### config.mk
export PLATFORM = sky130hd
export DESIGN_NAME = div_seq
export DESIGN_NICKNAME = d
export VERILOG_FILES = /design/src/rtl/div_seq_pkg.sv /design/src/rtl/div_seq_step.sv /design/src/rtl/div_seq.sv
export SDC_FILE = /design/constraint.sdc
export NUM_CORES = 1
export LEC_CHECK = 0
export CAP_MARGIN = 20
export CORE_ASPECT_RATIO = 1.2
export CORE_UTILIZATION = 30
export CTS_CLUSTER_DIAMETER = 200
export CTS_CLUSTER_SIZE = 20
export DETAILED_ROUTE_END_ITERATION = 8
export PLACE_DENSITY_LB_ADDON = 0.1
export SLEW_MARGIN = 10
export SYNTH_ARGS = -nofsm -noshare
export SYNTH_HDL_FRONTEND = slang
export SYNTH_HIERARCHICAL = 1
export SYNTH_SLANG_ARGS = --single-unit
### constraint.sdc
create_clock -name clk -period 7.5 [get_ports clk]
set_clock_uncertainty 0.05 [all_clocks]
set_input_delay 1.5 -clock clk [delete_from_list [all_inputs] [get_ports clk]]
set_output_delay 1.5 -clock clk [all_outputs]
set_load 0.02 [all_outputs]
### src/rtl/div_seq_pkg.sv
// Shared definitions for the div_seq divide sequencer. The signed datapath in div_seq is built
// only when DIV_SIGNED_EN is defined.
package div_seq_pkg;

    localparam int unsigned RegBus       = 32;
    localparam int unsigned DoubleRegBus = 64;

    localparam logic [RegBus-1:0] ZeroWord = '0;

    localparam logic RstEnable         = 1'b1;
    localparam logic DivResultReady    = 1'b1;
    localparam logic DivResultNotReady = 1'b0;
    localparam logic DivStart          = 1'b1;
    localparam logic DivStop           = 1'b0;

    typedef enum logic [1:0] {
        DivFree   = 2'b00,
        DivByZero = 2'b01,
        DivOn     = 2'b10,
        DivEnd    = 2'b11
    } div_state_e;

    function automatic logic [RegBus-1:0] neg_word(input logic [RegBus-1:0] v);
        return ~v + RegBus'(1);
    endfunction

endpackage

### src/rtl/div_seq_step.sv
// One restoring-division iteration: shift {rem, quo} left and trial-subtract the divisor
// from the upper 33 bits.
module div_step
    import div_seq_pkg::*;
(
    input  logic [RegBus-1:0] rem_i,
    input  logic [RegBus-1:0] quo_i,
    input  logic [RegBus-1:0] divisor_i,
    output logic [RegBus-1:0] rem_o,
    output logic [RegBus-1:0] quo_o
);

    logic [RegBus:0]   partial;
    logic [RegBus+1:0] diff;
    logic              borrow;

    assign partial = {rem_i, quo_i[RegBus-1]};
    assign diff    = {1'b0, partial} - {2'b00, divisor_i};
    assign borrow  = diff[RegBus+1];

    // With rem_i < divisor the kept difference always fits in RegBus bits.
    logic unused_diff_msb;
    assign unused_diff_msb = diff[RegBus];

    always_comb begin
        quo_o = {quo_i[RegBus-2:0], ~borrow};
        rem_o = borrow ? partial[RegBus-1:0] : diff[RegBus-1:0];
    end

endmodule

### src/rtl/div_seq.sv
// Multi-cycle 32-bit divide sequencer with pipeline stall request.
// Define DIV_SIGNED_EN to enable signed (DIV) operation; otherwise all divides are unsigned.
module div_seq
    import div_seq_pkg::*;
(
    input  logic                    clk,
    input  logic                    rst,
    input  logic                    start_i,
    input  logic                    annul_i,
    input  logic                    signed_div_i,
    input  logic [RegBus-1:0]       opdata1_i,
    input  logic [RegBus-1:0]       opdata2_i,
    output logic [DoubleRegBus-1:0] result_o,
    output logic                    ready_o,
    output logic                    stallreq_o
);

    div_state_e              state_q, state_d;
    logic [4:0]              cnt_q, cnt_d;
    logic [RegBus-1:0]       rem_q, rem_d, quo_q, quo_d, dvs_q, dvs_d;
    logic [DoubleRegBus-1:0] result_q, result_d;
    logic                    ready_q, ready_d;

    logic [RegBus-1:0] step_rem, step_quo;
    logic [RegBus-1:0] dividend_mag, divisor_mag, fin_rem, fin_quo;
    logic              accept;

    assign accept = (state_q == DivFree) && (start_i == DivStart) && !annul_i;

    div_step u_step (
        .rem_i     (rem_q),
        .quo_i     (quo_q),
        .divisor_i (dvs_q),
        .rem_o     (step_rem),
        .quo_o     (step_quo)
    );

`ifdef DIV_SIGNED_EN
    logic op1_neg, op2_neg;
    logic neg_quo_q, neg_quo_d, neg_rem_q, neg_rem_d;

    assign op1_neg      = signed_div_i & opdata1_i[RegBus-1];
    assign op2_neg      = signed_div_i & opdata2_i[RegBus-1];
    assign dividend_mag = op1_neg ? neg_word(opdata1_i) : opdata1_i;
    assign divisor_mag  = op2_neg ? neg_word(opdata2_i) : opdata2_i;
    assign fin_quo      = neg_quo_q ? neg_word(step_quo) : step_quo;
    assign fin_rem      = neg_rem_q ? neg_word(step_rem) : step_rem;

    always_comb begin
        neg_quo_d = neg_quo_q;
        neg_rem_d = neg_rem_q;
        if (accept) begin
            neg_quo_d = op1_neg ^ op2_neg;
            neg_rem_d = op1_neg;
        end
    end

    always_ff @(posedge clk) begin
        if (rst == RstEnable) begin
            neg_quo_q <= 1'b0;
            neg_rem_q <= 1'b0;
        end else begin
            neg_quo_q <= neg_quo_d;
            neg_rem_q <= neg_rem_d;
        end
    end
`else
    logic unused_signed;
    assign unused_signed = signed_div_i;
    assign dividend_mag  = opdata1_i;
    assign divisor_mag   = opdata2_i;
    assign fin_quo       = step_quo;
    assign fin_rem       = step_rem;
`endif

    always_comb begin
        state_d  = state_q;
        cnt_d    = cnt_q;
        rem_d    = rem_q;
        quo_d    = quo_q;
        dvs_d    = dvs_q;
        result_d = result_q;
        ready_d  = ready_q;
        // Annul outranks iteration and completion in every busy state.
        if (state_q != DivFree && annul_i) begin
            state_d = DivFree;
            ready_d = DivResultNotReady;
            cnt_d   = '0;
        end else begin
            unique case (state_q)
                DivFree: begin
                    if (accept) begin
                        dvs_d   = divisor_mag;
                        rem_d   = ZeroWord;
                        quo_d   = dividend_mag;
                        cnt_d   = '0;
                        state_d = (opdata2_i == ZeroWord) ? DivByZero : DivOn;
                    end
                end
                DivByZero: begin
                    state_d  = DivEnd;
                    result_d = '0;
                    ready_d  = DivResultReady;
                end
                DivOn: begin
                    rem_d = step_rem;
                    quo_d = step_quo;
                    cnt_d = cnt_q + 5'd1;
                    if (cnt_q == 5'd31) begin
                        state_d  = DivEnd;
                        result_d = {fin_rem, fin_quo};
                        ready_d  = DivResultReady;
                    end
                end
                DivEnd: begin
                    if (start_i == DivStop) begin
                        state_d = DivFree;
                        ready_d = DivResultNotReady;
                    end
                end
                default: state_d = DivFree;
            endcase
        end
    end

    always_ff @(posedge clk) begin
        if (rst == RstEnable) begin
            state_q  <= DivFree;
            cnt_q    <= '0;
            rem_q    <= ZeroWord;
            quo_q    <= ZeroWord;
            dvs_q    <= ZeroWord;
            result_q <= '0;
            ready_q  <= DivResultNotReady;
        end else begin
            state_q  <= state_d;
            cnt_q    <= cnt_d;
            rem_q    <= rem_d;
            quo_q    <= quo_d;
            dvs_q    <= dvs_d;
            result_q <= result_d;
            ready_q  <= ready_d;
        end
    end

    assign result_o   = result_q;
    assign ready_o    = ready_q;
    assign stallreq_o = accept || (state_q == DivByZero) || (state_q == DivOn);

endmodule

-- Word-level counts from Yosys, hierarchy flattened
Cells that the tools add are included.
- flip-flop bits (word level): 168
- input port bits: 69
- output and inout bits: 66
- logic and storage cells: 54
- add/sub/neg operators: 2
- eq/ne operators: 7
- muxes and demuxes: 17
- bitwise gates (word level): 2
- reduce and logical (&&, ||, !) cells: 19
- operator list (kind ; count):
    case mux 32 bit (2 select lines) ; 2
    case mux 64 bit (2 select lines) ; 1
    2-to-1 mux 32 bit ; 3
    2-to-1 mux 64 bit ; 1
    subtractor 33 x 32 -> 34 bit ; 1
    zero test 32 bit ; 1
    AND reduction 3 bit ; 5
    case mux 5 bit (2 select lines) ; 1
    2-to-1 mux 2 bit ; 4
    case mux 2 bit (4 select lines) ; 1
    inequality test 2 bit (second input constant) ; 3
    nonzero test 2 bit ; 3
    adder 5 x 1 -> 5 bit (second input constant) ; 1
    equality test 5 bit (second input constant) ; 1
    2-to-1 mux 5 bit ; 1
    equality test 2 bit (second input constant) ; 2
    logical AND 1 bit ; 3
    case mux 1 bit (3 select lines) ; 1
    nonzero test 3 bit ; 1
    equality test 2 x 1 -> 1 bit (second input constant) ; 1
    zero test 2 bit ; 1
    logical OR 1 bit ; 2
    2-to-1 mux 1 bit ; 2
    NOT 1 bit ; 2
    other kinds (3) ; 3

-- Longest topological paths before layout
- word-level depth: 5
- mapped depth: 16
- mapped depth without buffers: 14

-- By module
Netlist, hierarchy kept.
- modules (own cells, without submodules) (module ; instances ; cells an instance ; area each (µm²) ; sequential area each (µm²)):
    div_seq ; 1 ; 784 ; 6580.1 ; 3363.2
    div_step ; 1 ; 343 ; 2521.2 ; 0.0

-- Worst setup path before layout
Ideal clock, no wire load.
- path kind: in2out
- start point: input port start_i
- end point: output port stallreq_o
- arrival time: 2.133 ns
- required time: 5.950 ns
- setup slack: 3.817 ns
- stages on the path: 3
- path buffers: 0
- cell sequence: nand2_1 -> nor2_1 -> or3_1
- longest elaborated chain between the ends: 4
- ends and longest elaborated chain (element ; line ; source):
    from (decl) ; div_seq.sv:8 ; input logic start_i,
    logical AND 1 bit (2 in series) ; div_seq.sv:28 ; assign accept = (state_q == DivFree) && (start_i == DivStart) && !annul_i;
    logical OR 1 bit (2 in series) ; div_seq.sv:148 ; assign stallreq_o = accept || (state_q == DivByZero) || (state_q == DivOn);
    to (decl) ; div_seq.sv:15 ; output logic stallreq_o
No other way between the ends.

-- Worst setup path after layout
Ends and elaborated chain as after synthesis.

==> metrics.md <==
| Metric | Value |
|---|---|
| R2R Path End | result_o[32]$_SDFFE_PP0P_ |
| Total setup violations reported at the end of the flow | 0 |
| Highest clock rate | approximately 220 MHz |
| Max clock buf depth | 2 |
| Leading post-synthesis cells by cell area | sky130_fd_sc_hd__dfxtp_1 37%, sky130_fd_sc_hd__a21oi_1 8.8%, sky130_fd_sc_hd__nand2_1 7.8% |
| Area growth, synth to finish | 20.4% |
| CTS hold repair buffers | 0 |
| Worst-case setup slack after placement | 2.83 ns |
| Logic depth of the worst register-to-register path | 13 |
| Final Worst Setup Slack | 2.86 ns |
| Post-synthesis instance area | 9100 um^2 |
| Number of global-route vias before repair | about 8,000 |
| Data required time at the worst endpoint | 5.95 ns |
| GRT overflow | 0 |
| Total negative slack | 0 ns |
| Final core utilization | 0.369 |
| Slew @ Worst Pin | 1.05 ns |
| DRC viols | 0 |
| Number of hold violations in the final report | 0 |
| Footprint of the multi-input gates | 4910 um^2 |
| Power per unit of standard cell area | 338 nW/um^2 |
| Number of violations of the max-capacitance limit | 0 |
| Placed Cells incl. Taps | 1,548 |
| Number of warning messages in the yosys log | 6 |
| Count of distinct cell types in the synthesized netlist | a little under 70 |
| Starting density of the core | 0.306 |
| Leak pwr | 3.92 nW |
| Cts repair resizes | 0 |
| CTS root buf | sky130_fd_sc_hd__clkbuf_16 |
| Largest fanout on the critical path | 4 |
| Number of enable-type register cells in the synthesized netlist | 0 |
| Outcome | completed |
| Hold Path Stages | 2 |
| Crit path capture type | output port |
| Top-area cell type share of the netlist area | 0.370 |
| Via count | a little under 8,000 |
| NumNets Final | 1,285 |
| Worst slew margin | 0.297 |
| Biggest area consumer among synthesized cells | sky130_fd_sc_hd__dfxtp_1 |
| Most used cells in the layout excluding fill and tap cells | 189 x sky130_fd_sc_hd__nand2_1, 168 x sky130_fd_sc_hd__dfxtp_1, 160 x sky130_fd_sc_hd__a21oi_1, 132 x sky130_fd_sc_hd__clkdlybuf4s50_1, 102 x sky130_fd_sc_hd__nand3_1 |
| Later-pin clock latency in the skew report | 0.44 ns |
| Post-synthesis async set-or-reset flop share | 0 |
| Worst vdd rail ir drop | about 0.18 mV |
| Number of diodes added for antenna fixing | 0 |
| Synthesized area per cell | 8.08 um^2 |
| Sequential share of the synthesized area | 0.370 |
| Global placer's final weighted congestion | 0.809 |
| Die Outline Area | 31,000 um^2 |
| Final number of max-transition violations | 0 |
| Area occupied by registers | approximately 3400 um^2 |
| Post-synthesis net count | 1,235 |
| Die Span X | 161 um |
| Non-filler cells, final | approximately 1,600 |
| CP startpoint kind | input pin |
| Worst hold path startpoint | result_o[54]$_SDFFE_PP0P_ |
| Number of H-tree branching levels | 4 |
| Most common cell after layout, fill and taps aside | sky130_fd_sc_hd__nand2_1 |
| Arrival time at the worst endpoint | 3.09 ns |
| Number of fill cells in the layout | 3,210 |
| HPWL after DPL | roughly 17,000 um |
| Final critical delay including setup and external delays | 4.64 ns |
| TritonCTS Sinks | 168 |
| WS Path Type | in -> out |
| Drt pass-1 iters | 4 |
| Average vias per placed instance | 4.97 |
| Initial antenna violation count | 0 |
| Final Routed Wirelength | 25,400 um |
| Post-synthesis cell count | 1,127 |
| Placeable core region | 29,700 um^2 |
| Class of the tightest hold or removal check | reg -> reg |
| Setup slack on the worst flop-to-flop path | 3.60 ns |
| Total number of placement rows | 69 |
| # port buffers | approximately 130 |
| Floorplan die height | 193 um |
| Largest net degree at the start of global routing | between 90 and 100 |
| Wire per inst | 16.1 um |
| Crit share post-route | 0.619 |
| Share of cells above drive strength 1 | 0.0655 |
| Overall track demand over capacity in global routing | 0.169 |
| Endpoint of the worst hold-timing path | result_o[54]$_SDFFE_PP0P_ |
| Inserted Clock Buffers | 17 |
| Clock tree from TritonCTS | yes |
| Total power | 0.00371 W |
| Setup repair after global routing missed its margin | no |
| Initial DRC count | 306 |
| Synthesis-stage register bit count | 168 |
| Most used flip-flop cell after synthesis | sky130_fd_sc_hd__dfxtp_1 |
| Remaining antenna violation count | 0 |
| FF-to-FF Start | dvs_q[2]$_SDFFE_PP0P_ |
| Post-CTS setup buffers | 0 |
| Io pins | 135 |
| Wire length of the first global-routing pass | between 40,000 and 50,000 um |
| Clock-pin transition on the worst setup and hold timing paths | 0.06 ns |
==> synth_stat cells, types with 28 or more instances <==
master                     number
sky130_fd_sc_hd__a21oi_1      160
sky130_fd_sc_hd__dfxtp_1      168
sky130_fd_sc_hd__nand2_1      189
sky130_fd_sc_hd__clkbuf_1      28
sky130_fd_sc_hd__ha_1          38
sky130_fd_sc_hd__nor2_1        54
sky130_fd_sc_hd__buf_2         34
sky130_fd_sc_hd__nand3_1      102
sky130_fd_sc_hd__inv_1         47
sky130_fd_sc_hd__a211oi_1      37
sky130_fd_sc_hd__mux2i_1       35
sky130_fd_sc_hd__buf_4         40
==> flip-flops by register name (all words and copies together), names as in the netlist <==
register and flops:
ready_o 1, cnt_q 5, state_q 2, quo_q 32, rem_q 32, result_o 64
dvs_q 32
==> cell type report <==
type	instances	share of cell area
flip-flops and latches	168	0.307
clock buffers	19	0.0404
clock inverters	13	0.0175
inverters	48	0.0169
well taps	390	0.0445
multi-input cells	802	0.448
repair buffers	140	0.126
==> kinds of logic after synthesis <==
kind of cell | Yosys count | share of synthesized area
XOR/XNOR | 20 | 0.0192
adder cells (fa/ha/maj) | 39 | 0.0544
AND/OR/NAND/NOR | 397 | 0.193
buffers and inverters | 157 | 0.0928
multiplexers | 59 | 0.0740
AO/OA/AOI/OAI | 287 | 0.197
flip-flops | 168 | 0.370
==> worst max-delay path: stages <==
cell and delay, ns:
sky130_fd_sc_hd__clkdlybuf4s50_1 0.48, sky130_fd_sc_hd__nand2_1 0.21, sky130_fd_sc_hd__nor2_2 0.05, sky130_fd_sc_hd__or3_1 0.30, sky130_fd_sc_hd__clkdlybuf4s50_1 0.54
==> metrics by stage <==
stage / hold WS, ns / instance area [um^2]
after global placement: 0.391 / 10300
after floorplan: 0.386 / 9100
after global routing: 0.419 / 11000
after CTS: 0.405 / 11000
final: 0.402 / 11000
after detailed placement: 0.397 / 10300
==> routing by layer <==
metal	vias to the layer above	part of all wire	global-route usage
met4	0	0.011	0.0475
met2	135	0.50	0.304
li1	4017	-	-
met3	17	0.053	0.0464
met1	3679	0.44	0.195
met5	-	0	0
==> worst max-delay path by stage <==
stage                  from         end  cells past startpoint
floorplan           start_i  stallreq_o                      3
global placement    start_i  stallreq_o                      5
detailed placement  start_i  stallreq_o                      5
CTS                 start_i  stallreq_o                      5
global route        start_i  stallreq_o                      5
finish              start_i  stallreq_o                      5
==> power breakdown <==
group / leakage, nW / internal (W) / total (W) / switching (W)
sequential: 1.36 / 0.000992 / 0.00106 / 0.0000723
combinational: 2.24 / 0.000639 / 0.00167 / 0.00104
clock: 0.312 / 0.000571 / 0.000969 / 0.000397
total: 3.92 / 0.00220 / 0.00371 / 0.00151
Power figures use the tool's default switching activity.
